### config.mk
export PLATFORM = sky130hd
export DESIGN_NAME = regfile_wr_arb_flat
export DESIGN_NICKNAME = d
export VERILOG_FILES = /design/src/rtl/regfile_wr_arb_if.sv /design/src/rtl/regfile_wr_arb.sv /design/src/flat_wrapper.sv
export SDC_FILE = /design/constraint.sdc
export NUM_CORES = 1
export LEC_CHECK = 0
export BUFFER_PORTS_ARGS = -buffer_cell sky130_fd_sc_hd__buf_2
export CORE_AREA = 2 2 307 309
export CTS_BUF_LIST = sky130_fd_sc_hd__clkbuf_8
export CTS_CLUSTER_DIAMETER = 60
export DETAILED_ROUTE_END_ITERATION = 12
export DIE_AREA = 0 0 309 311
export PLACE_DENSITY = 0.46
export SYNTH_ARGS = -nofsm -noshare
export SYNTH_HDL_FRONTEND = slang
export SYNTH_SLANG_ARGS = --single-unit
export TNS_END_PERCENT = 5
### constraint.sdc
create_clock -name clk -period 1.7 [get_ports clk]
set_clock_uncertainty 0.1 [all_clocks]
set_input_delay 0.085 -clock clk [delete_from_list [all_inputs] [get_ports clk]]
set_output_delay 0.085 -clock clk [all_outputs]
set_load 0.05 [all_outputs]
### src/rtl/regfile_wr_arb_if.sv
// regfile_wr_arb_if: request, clear and register-file write-port bundle for regfile_wr_arb.
// master: requesters / system side; slave: the arbiter.
interface regfile_wr_arb_if;
  localparam int unsigned ADDR_W = 5;
  localparam int unsigned DATA_W = 256;

  logic              req0_valid;
  logic [ADDR_W-1:0] req0_addr;
  logic [DATA_W-1:0] req0_data;
  logic              req0_ready;

  logic              req1_valid;
  logic [ADDR_W-1:0] req1_addr;
  logic [DATA_W-1:0] req1_data;
  logic              req1_ready;

  logic              clear_req;
  logic              clear_done;

  logic              W_En;
  logic [ADDR_W-1:0] W_Addr;
  logic [DATA_W-1:0] WR;
  logic              grant_id;
  logic              busy;

  modport master (
    output req0_valid, req0_addr, req0_data,
    output req1_valid, req1_addr, req1_data,
    output clear_req,
    input  req0_ready, req1_ready, clear_done,
    input  W_En, W_Addr, WR, grant_id, busy
  );

  modport slave (
    input  req0_valid, req0_addr, req0_data,
    input  req1_valid, req1_addr, req1_data,
    input  clear_req,
    output req0_ready, req1_ready, clear_done,
    output W_En, W_Addr, WR, grant_id, busy
  );
endinterface

### src/rtl/regfile_wr_arb.sv
// regfile_wr_arb: two-requester round-robin write arbiter for a 32x256 register file,
// with a 32-cycle bulk clear sequence.
// Optional feature: define RF_ARB_ZERO_PROTECT_EN to accept but suppress writes to
// address 0 from the requesters (the clear sequence still writes address 0).
// req0_ready/req1_ready are combinational; all other outputs are registered.
module regfile_wr_arb (
  input  logic             clk,
  input  logic             rst_n,
  regfile_wr_arb_if.slave  bus
);

  localparam int unsigned ADDR_W = 5;
  localparam int unsigned DATA_W = 256;
  localparam logic [ADDR_W-1:0] LAST_CNT = ADDR_W'(31);

  typedef enum logic {
    ARB   = 1'b0,
    CLEAR = 1'b1
  } state_t;

  state_t            state;
  state_t            state_nxt;

  logic              ptr;
  logic              ptr_nxt;
  logic [ADDR_W-1:0] cnt;
  logic [ADDR_W-1:0] cnt_nxt;

  logic              w_en_q;
  logic [ADDR_W-1:0] w_addr_q;
  logic [DATA_W-1:0] wr_q;
  logic              grant_q;
  logic              clear_done_q;
  logic              busy_q;

  logic              w_en_nxt;
  logic [ADDR_W-1:0] w_addr_nxt;
  logic [DATA_W-1:0] wr_nxt;
  logic              grant_nxt;
  logic              clear_done_nxt;
  logic              busy_nxt;

  logic              both_valid;
  logic              any_valid;
  logic              sel;
  logic              take;
  logic              ready0;
  logic              ready1;
  logic [ADDR_W-1:0] sel_addr;
  logic [DATA_W-1:0] sel_data;
  logic              zero_block;

  // Arbitration decode: lone requester wins, contention resolved by the pointer.
  always_comb begin
    both_valid = bus.req0_valid & bus.req1_valid;
    any_valid  = bus.req0_valid | bus.req1_valid;
    sel        = both_valid ? ptr : bus.req1_valid;
    take       = (state == ARB) && !bus.clear_req && any_valid;
    ready0     = take && !sel;
    ready1     = take && sel;
    sel_addr   = sel ? bus.req1_addr : bus.req0_addr;
    sel_data   = sel ? bus.req1_data : bus.req0_data;
  end

  // Address-0 write suppression; the handshake itself is unaffected.
`ifdef RF_ARB_ZERO_PROTECT_EN
  assign zero_block = (sel_addr == '0);
`else
  assign zero_block = 1'b0;
`endif

  assign bus.req0_ready = ready0;
  assign bus.req1_ready = ready1;

  // State register.
  always_ff @(posedge clk or negedge rst_n) begin
    if (!rst_n) begin
      state <= ARB;
    end else begin
      state <= state_nxt;
    end
  end

  // Next-state logic: clear_req only matters in ARB; CLEAR runs to the last address.
  always_comb begin
    state_nxt = state;
    case (state)
      ARB: begin
        if (bus.clear_req) begin
          state_nxt = CLEAR;
        end
      end
      CLEAR: begin
        if (cnt == LAST_CNT) begin
          state_nxt = ARB;
        end
      end
    endcase
  end

  // Output / datapath next values; idle cycles hold address and data, drop W_En.
  always_comb begin
    ptr_nxt        = ptr;
    cnt_nxt        = cnt;
    w_en_nxt       = 1'b0;
    w_addr_nxt     = w_addr_q;
    wr_nxt         = wr_q;
    grant_nxt      = grant_q;
    clear_done_nxt = 1'b0;
    busy_nxt       = (state_nxt == CLEAR);
    case (state)
      ARB: begin
        if (bus.clear_req) begin
          cnt_nxt   = '0;
          grant_nxt = 1'b0;
        end else if (take) begin
          if (both_valid) begin
            ptr_nxt = ~sel;
          end
          if (!zero_block) begin
            w_en_nxt   = 1'b1;
            w_addr_nxt = sel_addr;
            wr_nxt     = sel_data;
            grant_nxt  = sel;
          end
        end
      end
      CLEAR: begin
        w_en_nxt   = 1'b1;
        w_addr_nxt = cnt;
        wr_nxt     = '0;
        grant_nxt  = 1'b0;
        if (cnt == LAST_CNT) begin
          cnt_nxt        = '0;
          clear_done_nxt = 1'b1;
        end else begin
          cnt_nxt = ADDR_W'(cnt + ADDR_W'(1));
        end
      end
    endcase
  end

  // Registered outputs, pointer and clear counter.
  always_ff @(posedge clk or negedge rst_n) begin
    if (!rst_n) begin
      ptr          <= 1'b0;
      cnt          <= '0;
      w_en_q       <= 1'b0;
      w_addr_q     <= '0;
      wr_q         <= '0;
      grant_q      <= 1'b0;
      clear_done_q <= 1'b0;
      busy_q       <= 1'b0;
    end else begin
      ptr          <= ptr_nxt;
      cnt          <= cnt_nxt;
      w_en_q       <= w_en_nxt;
      w_addr_q     <= w_addr_nxt;
      wr_q         <= wr_nxt;
      grant_q      <= grant_nxt;
      clear_done_q <= clear_done_nxt;
      busy_q       <= busy_nxt;
    end
  end

  assign bus.W_En       = w_en_q;
  assign bus.W_Addr     = w_addr_q;
  assign bus.WR         = wr_q;
  assign bus.grant_id   = grant_q;
  assign bus.clear_done = clear_done_q;
  assign bus.busy       = busy_q;

endmodule

### src/flat_wrapper.sv
// flat-port wrapper written by rule: the top's interface ports become plain ports
module regfile_wr_arb_flat 
  (clk, rst_n, bus_req0_valid, bus_req0_addr, bus_req0_data, bus_req1_valid, bus_req1_addr, bus_req1_data, bus_clear_req, bus_req0_ready, bus_req1_ready, bus_clear_done, bus_W_En, bus_W_Addr, bus_WR, bus_grant_id, bus_busy);
  regfile_wr_arb_if bus_i ();
  input  logic clk;
  input  logic rst_n;
  input wire logic [$bits(bus_i.req0_valid)-1:0] bus_req0_valid;
  input wire logic [$bits(bus_i.req0_addr)-1:0] bus_req0_addr;
  input wire logic [$bits(bus_i.req0_data)-1:0] bus_req0_data;
  input wire logic [$bits(bus_i.req1_valid)-1:0] bus_req1_valid;
  input wire logic [$bits(bus_i.req1_addr)-1:0] bus_req1_addr;
  input wire logic [$bits(bus_i.req1_data)-1:0] bus_req1_data;
  input wire logic [$bits(bus_i.clear_req)-1:0] bus_clear_req;
  output wire logic [$bits(bus_i.req0_ready)-1:0] bus_req0_ready;
  output wire logic [$bits(bus_i.req1_ready)-1:0] bus_req1_ready;
  output wire logic [$bits(bus_i.clear_done)-1:0] bus_clear_done;
  output wire logic [$bits(bus_i.W_En)-1:0] bus_W_En;
  output wire logic [$bits(bus_i.W_Addr)-1:0] bus_W_Addr;
  output wire logic [$bits(bus_i.WR)-1:0] bus_WR;
  output wire logic [$bits(bus_i.grant_id)-1:0] bus_grant_id;
  output wire logic [$bits(bus_i.busy)-1:0] bus_busy;
  assign bus_i.req0_valid = bus_req0_valid;
  assign bus_i.req0_addr = bus_req0_addr;
  assign bus_i.req0_data = bus_req0_data;
  assign bus_i.req1_valid = bus_req1_valid;
  assign bus_i.req1_addr = bus_req1_addr;
  assign bus_i.req1_data = bus_req1_data;
  assign bus_i.clear_req = bus_clear_req;
  assign bus_req0_ready = bus_i.req0_ready;
  assign bus_req1_ready = bus_i.req1_ready;
  assign bus_clear_done = bus_i.clear_done;
  assign bus_W_En = bus_i.W_En;
  assign bus_W_Addr = bus_i.W_Addr;
  assign bus_WR = bus_i.WR;
  assign bus_grant_id = bus_i.grant_id;
  assign bus_busy = bus_i.busy;
  regfile_wr_arb u_core (.clk(clk), .rst_n(rst_n), .bus(bus_i));
endmodule
Yosys cells after proc, flatten, opt, wreduce, memory -nomap -nowiden

Cells that the tools add are included.

Flip-flop bits (word level): 271
Bits of input ports: 527
Output and inout bits: 267

$add $sub $neg: 1
Equal/unequal tests: 5
Mux-type cells: 23
Bitwise logic cells: 5
Reductions and logical operators: 8

Operator list:

| operator            | count |
|---|---|
| $mux 256            | 3 |
| $pmux 256 s2        | 1 |
| $mux 5              | 5 |
| $pmux 5 s2          | 2 |
| $mux 1              | 9 |
| $pmux 1 s2          | 3 |
| $add 5x1->5 const B | 1 |
| $eq 5x5->1 const B  | 1 |
| $logic_and 1x1->1   | 4 |
| $ne 2x2->1 const B  | 2 |
| $reduce_and 4->1    | 1 |
| $ne 3x2->1 const B  | 1 |
| $not 1->1           | 3 |
| $logic_not 1->1     | 2 |
| $ne 2x1->1 const B  | 1 |
| $reduce_and 2->1    | 1 |
| $and 1x1->1         | 1 |
| $or 1x1->1          | 1 |

Longest topological paths before layout

Gate-level depths: netlist of run 1.

Word-level depth: 6
Mapped depth: 7
Mapped depth without buffers: 5

Least setup slack after synthesis of run 1

Ideal clock, no wire load.

Kind: register -> register
Start point: register u_core.state
End point: register u_core.wr_q[199], in the netlist u_core.bus.WR[199]
Library setup time: 0.068 ns
Arrival time: 2.033 ns
Required time: 1.532 ns
Path slack: -0.502 ns
Stages on the path, launching flop included: 5
Buffers on the path: 1
Period minus slack after synthesis: 2.202 ns
Cells stage by stage: dfrtp_1 or2_4 nor3_4 clkbuf_1 a221o_1

Cells in the longest elaborated chain, start to end: 5
Elaborated cells between the ends (all ways): 7

RTL lines:

| item                              | RTL line              | source |
|---|---|---|
| from (decl)                       | regfile_wr_arb.sv:21  | `state_t state;` |
| from (signal assigned)            | regfile_wr_arb.sv:80  | `state <= state_nxt;` |
| $not 1->1 (no source line)        | --                    |  |
| $logic_and 1x1->1 (2 in a row)    | regfile_wr_arb.sv:58  | `take = (state == ARB) && !bus.clear_req && any_valid;` |
| $ne 2x1->1 (no source line)       | --                    |  |
| $reduce_and 2->1 (no source line) | --                    |  |
| to (signal assigned)              | regfile_wr_arb.sv:159 | `wr_q <= wr_nxt;` |
| to (decl)                         | regfile_wr_arb.sv:31  | `logic [DATA_W-1:0] wr_q;` |

Several ways; a longest one is shown, not always the timed one.
A chain may end at the register's enable or synchronous reset.

Final worst setup path of run 1

Start point: register u_core.ptr
End point: register u_core.wr_q[139], in the netlist u_core.bus.WR[139]

Cells in the longest elaborated chain, start to end: 5

RTL lines:

| item                   | RTL line              | source |
|---|---|---|
| from (decl)            | regfile_wr_arb.sv:24  | `logic ptr;` |
| from (signal assigned) | regfile_wr_arb.sv:155 | `ptr <= ptr_nxt;` |
| $mux 1                 | regfile_wr_arb.sv:57  | `sel = both_valid ? ptr : bus.req1_valid;` |
| $mux 256               | regfile_wr_arb.sv:62  | `sel_data = sel ? bus.req1_data : bus.req0_data;` |
| $mux 256               | regfile_wr_arb.sv:116 | `end else if (take) begin` |
| $mux 256               | regfile_wr_arb.sv:113 | `if (bus.clear_req) begin` |
| $pmux 256 s2           | regfile_wr_arb.sv:111 | `case (state)` |

No other way between the ends. The select of a mux whose other input is x is not followed.

==> metrics.txt, run 1 <==
status=finished with violations; failing checks=negative setup slack; Fmax achieved=0.5066 GHz; final hold slack=99.93 ps; dpl cell area=19130 sq um; YS warnings=0; 1st-pass router iterations=5; Final #Nets=3219; antenna violations before repair=4; final setup fails=256; final hold violations=0; EDFF count, synth=0; Mapped Cells=1243; Final Wtd Congestion=0.8561; GRT Residual Overflow=0; Clk network pwr share=32.7%; commonest non-fill, non-tap cell in the layout=buf_2; cts bufs inserted=52; final setup margin=-274.0 ps; Core ar.=92770 sq um; Final Instance Area=27080 sq um; sequential area share after synthesis=53.49%; largest net degree at the start of global routing=98; vias per inst=4.230; Slew HR=49.09%; top_reg_cell synth=dfrtp_1; Reg power frac=33.9%; Rows=112; Leak Pwr=13.24 nW; Port Buffers=793; DRC viols=0; P_sw=7.449 mW; # H-tree levels=2; CTS tree=built; Final ANT Viol Nets=0; commonest cells after routing, fill and taps aside=782 x buf_2, 588 x dlygate4sd3_1, 270 x dfrtp_1; share of layout cells above drive strength 1=41.23%; Core Util, Final=29.19%; P_int=13.61 mW; kind of critical path=reg -> reg; syn_nets=1773; DP HPWL=48.07 mm; Logic pwr share=33.4%; CTS Sinks=271; DIE AREA=96100 sq um; post-route minimum period=1974 ps; nature of the critical path startpoint=register; Power Density=777.5 nW/um^2; Syn-to-layout area delta=113.6%; CP max FO=15; CP Capture Type=register; Die Width=309 microns; Arr. time, crit path=2460 ps; Skew-Pair Late Insertion Delay=670 ps; maximum vdd drop=474.4 uV; Max Slew Vio Count=0; Starting Density=13.67%; global-route wire length before repair=105.5 mm; sw frac=35.37%; number of global-route vias before repair=17924; CTS root buf=clkbuf_8; Seq cells post-synth=271; Yosys cell types=29; clock-pin slew on the worst setup and hold paths=70 ps; die height=311 microns; Hold Crit Class=in -> reg; Initial DRC Count=1229; Total GRT Usage=14.17%; crit share post-route=116.1%; vias post-DR=16848; WP data required=2190 ps; synthesized area=12680 sq um; DR WL/cell=18.31 microns; setup_tns=-34400 ps; Syn Area/Cell=10.20 sq um; Worst Max-Slew Pin Slew=755.7 ps; FILL cells=9631; clock buffer depth=3; max-cap violations=0; RSZ-0062 raised after global routing=true; Total Routed Length=72.94 mm; asr flop ratio synth=100.0%; Ports=794
-- per-stage QoR --
step           cells  power (mW)  setup slack (ps)
6_report        3983       21.06            -274.0
5_1_grt         3983       22.01            -372.9
4_1_cts         3977       21.21            -363.9
3_5_place_dp    3282       12.59            -64.06
3_3_place_gp    3282       12.60            -54.13
2_1_floorplan   1243       10.08            -99.73
-- power groups by stage --
stage | logic (mW) | clock network (mW) | registers (mW)
after global placement | 5.35 | 0 | 7.25
after floorplan | 1.74 | 0 | 8.34
after CTS | 6.92 | 7.16 | 7.13
after detailed placement | 5.36 | 0 | 7.23
final | 7.02 | 6.89 | 7.14
after global routing | 7.42 | 7.41 | 7.18
-- per-layer routing --
| layer | GRT usage [%] | up-vias | share of wire [%] |
|---|---|---|---|
| li1 | - | 7653 | - |
| met1 | 16.24 | 8124 | 39 |
| met2 | 24.50 | 847 | 49 |
| met3 | 3.038 | 222 | 7.0 |
| met4 | 7.513 | 2 | 5.1 |
| met5 | 0 | - | 0.016 |
-- area by class of cell --
type | count | area [sq um] | share of cell area (%)
flip-flops and latches | 271 | 6783 | 25.04
clock inverters | 22 | 123.9 | 0.4574
multi-input cells | 822 | 5715 | 21.10
inverters | 4 | 15.01 | 0.05544
repair buffers | 1538 | 11920 | 44.01
clock buffers | 69 | 949.7 | 3.506
well taps | 1254 | 1569 | 5.793
diodes | 3 | 7.507 | 0.02772
-- flip-flops by register name, summed over array words and instances, names as in the netlist --
register / cells
u_core.state: 1
u_core.cnt: 5
u_core.bus.grant_id: 1
u_core.bus.clear_done: 1
u_core.bus.W_En: 1
u_core.bus.W_Addr: 5
u_core.bus.WR: 256
u_core.ptr: 1
-- cells in the mapped netlist, types with 3 or more instances --
library cell,instances,area share [%]
dfrtp_1,271,53
nand2_1,259,7.7
a221o_1,256,20
nor3_1,256,10
buf_2,101,4.0
clkbuf_1,42,1.2
o21ai_0,8,0.32
a22oi_1,5,0.30
a311oi_1,5,0.35
mux2i_1,5,0.39
nor2_1,5,0.15
inv_1,4,0.12
ha_1,3,0.30
nand2b_1,3,0.15
-- worst max-delay path, cell delays in order, from the launching register on --
cell,delay [ps]
dfrtp_1,360
and2b_2,250
nor3_4,220
buf_12,140
buf_4,320
buf_4,290
a221o_1,180
-- worst paths after layout --
path | start | end | slack, ps | cells past startpoint
max | u_core.ptr$_DFFE_PN0P_ | u_core.bus.WR[139]$_DFFE_PN0P_ | -270 | 6
min | bus_req1_data[213] | u_core.bus.WR[213]$_DFFE_PN0P_ | 100 | 3
max reg2reg | u_core.ptr$_DFFE_PN0P_ | u_core.bus.WR[139]$_DFFE_PN0P_ | -270 | 6
min reg2reg | u_core.bus.WR[13]$_DFFE_PN0P_ | u_core.bus.WR[13]$_DFFE_PN0P_ | 410 | 1
max in group asynchronous | rst_n | u_core.bus.W_En$_DFF_PN0_ | 560 | 5
min in group asynchronous | rst_n | u_core.bus.WR[145]$_DFFE_PN0P_ | 510 | 4
-- timing repair --
action | 4_1_cts | 5_1_grt
gates resized for setup | 105 | 37
hold endpoints to repair | 539 | 0
hold buffers | 589 | 0
gates cloned | 6 | 3
setup buffers | 9 | 1
pin swaps | 19 | 4
setup endpoints to repair | 171 | 262
-- logic make-up (layout without fill, tap and decap cells) --
group                      count (synthesis)  in the layout  synth area share, %
and+or+nand+nor                          532            532                18.62
xor gates and xnor gates                   3              3               0.2073
buffers and inverters                    150           1633                5.497
muxes                                      5              5               0.3948
other                                      0              3                    0
DFF                                      271            271                53.49
AOI/OAI and AO/OA                        279            279                21.49
adders and majority gates                  3              3               0.2961
Power figures use the tool's default switching activity.
==> run 2: changes to the inputs <==
==> constraint.sdc (replaced) <==
create_clock -name clk -period 1.7 [get_ports clk]
set_clock_uncertainty 0.1 [all_clocks]
set_input_delay 0.34 -clock clk [delete_from_list [all_inputs] [get_ports clk]]
set_output_delay 0.34 -clock clk [all_outputs]
set_load 0.05 [all_outputs]
==> run 2 against run 1 <==
The run still ends with negative setup slack left. Design area up 2.4%. Clock power is 1% higher. Core utilization up 0.71 points. First-iteration DRC count is 18% higher. Non-clock buffer count down 60. Die area unchanged. Maximum frequency fell by 6.2%. Total power grew 1.2%. Via count shrank 1.4%. Largest cell class unchanged. Setup slack got worse by 130 ps. Clock-buffer cell count did not move.
==> metrics.txt, run 2 (synthesized netlist as in run 1, its figures left out) <==
Final ANT Viol Nets=0; Starting Density=13.67%; DIE AREA=96100 sq um; FILL cells=9554; Syn-to-layout area delta=118.8%; final setup fails=265; Skew-Pair Late Insertion Delay=640 ps; die height=311 microns; placed instance count=3301; RSZ-0062 raised after global routing=true; Reg power frac=33.9%; final hold violations=0; CTS Sinks=271; CP Capture Type=output pin; Ports=794; Final #Nets=3162; Slew HR=59.94%; max-cap violations=0; # H-tree levels=2; routed wl met3=5.800 mm; Logic pwr share=33.4%; failing checks=negative setup slack; CTS root buf=clkbuf_8; Post-Layout Cell Count=3931; Arr. time, crit path=1660 ps; 1st-pass router iterations=6; dpl cell area=19200 sq um; Fmax achieved=0.4753 GHz; global-route wire length before repair=103.6 mm; number of global-route vias before repair=17524; cts bufs inserted=55; nature of the critical path startpoint=register; kind of critical path=reg -> out; Routed met1 length=28.74 mm; GRT Residual Overflow=0; Final Wtd Congestion=0.8617; vias per inst=4.227; Clk network pwr share=32.8%; commonest cells after routing, fill and taps aside=524 x buf_2, 495 x dlygate4sd3_1, 286 x buf_6; commonest non-fill, non-tap cell in the layout=buf_2; post-route minimum period=2104 ps; max layer used=met5; Power Density=768.3 nW/um^2; DRC viols=0; Worst Max-Slew Pin Slew=600.9 ps; Initial DRC Count=1451; DR WL/cell=18.50 microns; final setup margin=-403.9 ps; CP max FO=4; setup_tns=-50170 ps; sw frac=34.68%; P_sw=7.394 mW; WP data required=1260 ps; Max Slew Vio Count=0; number of flip-flops in the largest register=256; DP HPWL=48.83 mm; Final Instance Area=27750 sq um; Core ar.=92770 sq um; antenna violations before repair=10; Total Routed Length=72.73 mm; status=finished with violations; Core Util, Final=29.91%; Total GRT Usage=13.72%; Leak Pwr=13.15 nW; WL met2=34.87 mm; DP Worst Slack=-214.8 ps; largest net degree at the start of global routing=54; clock buffer depth=3; clock-pin slew on the worst setup and hold paths=60 ps; Port Buffers=793; P_int=13.92 mW; share of layout cells above drive strength 1=40.87%; Hold Crit Class=in -> reg; Die Width=309 microns; crit share post-route=123.8%; vias post-DR=16616; register area=6794 sq um; Rows=112; Multi-input gate area=5280 sq um; maximum vdd drop=419.0 uV; CTS tree=built
run 2: cell types whose count changed in the layout (fill, tap and decap cells not counted), sizes merged:
| cell | delta |
|---|---|
| buf | +26 |
| bufbuf | -2 |
| clkbuf | +9 |
| clkinv | -4 |
| clkinvlp | +5 |
| diode | +2 |
| dlygate4sd3 | -93 |
| inv | +5 |
run 2: area by class of cell:
| class | count | share of cell area (%) |
|---|---|---|
| Inverter | 4 | 0.05411 |
| Antenna cell | 5 | 0.04509 |
| Sequential cell | 271 | 24.49 |
| Timing Repair Buffer | 1478 | 46.73 |
| Multi-Input combinational cell | 822 | 19.03 |
| Tap cell | 1254 | 5.655 |
| Clock inverter | 28 | 0.5772 |
| Clock buffer | 69 | 3.423 |
run 2: timing repair:
action                                  4_1_cts  5_1_grt
endpoints found under the setup margin      471      517
endpoints found under the hold margin       536        0
pin swaps                                    40      166
gates cloned                                  0       13
hold buffers                                495        0
buffers inserted                             15        6
resized for setup                           577       43
run 2: per-layer routing:
metal / vias to the layer above / global-route usage, %
li1: 7539 / -
met1: 7973 / 16.19
met2: 921 / 23.04
met3: 179 / 3.344
met4: 4 / 6.862
met5: - / 0
run 2: critical path: stages, from the launching register on:
cell and delay, ps:
dfrtp_2 420, or2_4 260, nor3_4 140, buf_6 190
run 2: metrics by stage:
step	hold WS [ps]	power [mW]
3_3_place_gp	230.1	12.64
3_5_place_dp	231.1	12.62
2_1_floorplan	-55.59	10.10
4_1_cts	3.296	21.30
6_report	83.52	21.32
5_1_grt	29.17	22.27
run 2: worst paths after layout:
| check | startpoint | end | slack [ps] | depth (start not counted) |
|---|---|---|---|---|
| min in group asynchronous | rst_n | u_core.bus.WR[205]$_DFFE_PN0P_ | 150 | 2 |
| min | bus_req0_data[39] | u_core.bus.WR[39]$_DFFE_PN0P_ | 80 | 4 |
| max | u_core.state$_DFF_PN0_ | bus_req1_ready | -400 | 3 |
| max reg2reg | u_core.ptr$_DFFE_PN0P_ | u_core.bus.WR[51]$_DFFE_PN0P_ | -250 | 7 |
| max in group asynchronous | rst_n | u_core.bus.WR[96]$_DFFE_PN0P_ | 620 | 3 |
| min reg2reg | u_core.bus.WR[87]$_DFFE_PN0P_ | u_core.bus.WR[87]$_DFFE_PN0P_ | 430 | 1 |
run 2: power groups by stage:
stage / clock network (mW) / registers (mW) / logic, mW
final: 6.98 / 7.22 / 7.11
after global routing: 7.50 / 7.25 / 7.51
after CTS: 7.24 / 7.21 / 6.85
after detailed placement: 0 / 7.22 / 5.39
after global placement: 0 / 7.24 / 5.40
after floorplan: 0 / 8.34 / 1.76
==> run 3: changes to the inputs <==
Settings changed: CORE_AREA 2 2 307 309 to 2 2 310 312, DIE_AREA 0 0 309 311 to 0 0 312 314.
==> run 3 against run 2 <==
The flow still finishes with violations (negative setup slack). Cell count increased by 0.46%. Maximum frequency decreased by 4.3%. Critical path type unchanged. Combinational power about the same. Die area increased by 1.9%. Via count increased by 0.40%. Critical endpoint unchanged. Critical path depth increased by 1.
==> metrics.txt, run 3 (synthesized netlist as in run 1, its figures left out) <==
global-route wire length before repair=103.9 mm; max-cap violations=0; Final ANT Viol Nets=0; r2r worst-path depth=7; Initial DRC Count=1073; FILL cells=9744; dpl cell area=19270 sq um; commonest non-fill, non-tap cell in the layout=buf_2; WP data required=1260 ps; Arr. time, crit path=1760 ps; Syn-to-layout area delta=119.1%; Max Slew Vio Count=0; failing checks=negative setup slack; DR WL/cell=17.63 microns; placed instance count=3326; CP max FO=2; GRT Residual Overflow=0; post-route minimum period=2198 ps; largest net degree at the start of global routing=52; number of flip-flops in the largest register=256; Die Width=312 microns; antenna violations before repair=5; crit share post-route=129.3%; CTS tree=built; Post-Layout Cell Count=3949; kind of critical path=reg -> out; DP HPWL=48.02 mm; P_int=13.52 mW; Ports=794; Power Density=749.7 nW/um^2; number of global-route vias before repair=18148; Rows=113; CTS root buf=clkbuf_8; commonest cells after routing, fill and taps aside=524 x buf_2, 514 x dlygate4sd3_1, 279 x buf_6; Hold Crit Class=in -> reg; Power, Total=20.82 mW; Slew HR=59.93%; final hold violations=0; Port Buffers=793; Fmax achieved=0.4549 GHz; clock-pin slew on the worst setup and hold paths=60 ps; Total Routed Length=69.63 mm; nature of the critical path startpoint=register; RSZ-0062 raised after global routing=true; sw frac=35.05%; final hold slack=89.33 ps; Core ar.=94450 sq um; Worst Max-Slew Pin Slew=594.7 ps; Multi-input gate area=5668 sq um; Skew-Pair Late Insertion Delay=630 ps; Core Util, Final=29.41%; vias per inst=4.224; vias post-DR=16682; register area=6783 sq um; maximum vdd drop=467.9 uV; Total GRT Usage=13.37%; CTS Sinks=271; Starting Density=13.42%; Leak Pwr=13.08 nW; cts bufs inserted=53; P_sw=7.297 mW; final setup margin=-498.2 ps; 1st-pass router iterations=5; share of layout cells above drive strength 1=42.51%; clock buffer depth=3; status=finished with violations; die height=314 microns; Logic pwr share=34.1%; DIE AREA=97970 sq um; Final Instance Area=27780 sq um; Clk network pwr share=31.3%; # H-tree levels=2; hold path depth=4; DRC viols=0; Final #Nets=3171; CP Capture Type=output pin; Reg power frac=34.6%; final setup fails=241; Final Wtd Congestion=0.8657
[run 3: changes by cell type in the layout (fill, tap and decap cells not counted), moves of 4 or more]
cell           before  now
nor3_2              9   77
dlygate4sd3_1     495  514
buf_8               9    3
buf_12             39   35
clkbuf_16          13    0
nor3_1            247  176
a311oi_2            0    4
a311oi_1            5    1
buf_6             286  279
dfrtp_2            10    1
inv_1              21   27
buf_4             107  132
dfrtp_1           261  270
[run 3: path summary, 6_finish.rpt]
kind / startpoint / end / slack [ps]
max: u_core.state$_DFF_PN0_ / bus_req1_ready / -500
min: bus_req0_data[252] / u_core.bus.WR[252]$_DFFE_PN0P_ / 90
min in group asynchronous: rst_n / u_core.bus.WR[205]$_DFFE_PN0P_ / 300
max in group asynchronous: rst_n / u_core.bus.WR[208]$_DFFE_PN0P_ / 170
max reg2reg: u_core.state$_DFF_PN0_ / u_core.bus.WR[58]$_DFFE_PN0P_ / -190
min reg2reg: u_core.bus.WR[38]$_DFFE_PN0P_ / u_core.bus.WR[38]$_DFFE_PN0P_ / 430
[run 3: layer usage]
metal  routed length [microns]  vias to the layer above  global-route usage [%]
met5                        27                        -                       0
met3                      4742                      204                   3.083
met2                     34340                      876                   23.42
met1                     27140                     8046                   15.16
met4                      3385                        4                   6.895
li1                          -                     7552                       -
[run 3: area by class of cell]
type	instances	share of cell area [%]
timing repair buffer	1489	45.68
multi-input combinational	822	20.41
inverter	4	0.05406
clock buffer	66	3.270
clock inverter	30	0.4550
antenna	2	0.01802
tap	1265	5.698
sequential	271	24.42
[run 3: worst max-delay path, stage by stage, from the launching register on]
cell	delay, ps
dfrtp_2	410
or2_4	270
nor3_4	180
buf_12	140
buf_12	130
[run 3: power by group through the flow]
stage	clock (mW)	sequential, mW	combinational [mW]
floorplan	0	8.34	1.76
global placement	0	7.23	5.42
detailed placement	0	7.22	5.42
CTS	6.81	7.20	6.93
global route	7.09	7.24	7.47
finish	6.53	7.21	7.09
[run 3: per-stage QoR]
stage / TNS [ps] / setup slack [ps]
final: -26440 / -498.2
after global routing: -51520 / -611.6
after CTS: -40710 / -605.8
after detailed placement: -30290 / -223.6
after global placement: -24800 / -232.7
after floorplan: -2883 / -56.53
[run 3: timing repair]
item                                    in CTS  in global routing
pin swaps                                    5                  3
resized for setup                          601                 49
endpoints found under the setup margin     482                525
hold buffers                               514                  0
setup buffers                                9                  2
endpoints found under the hold margin      534                  0
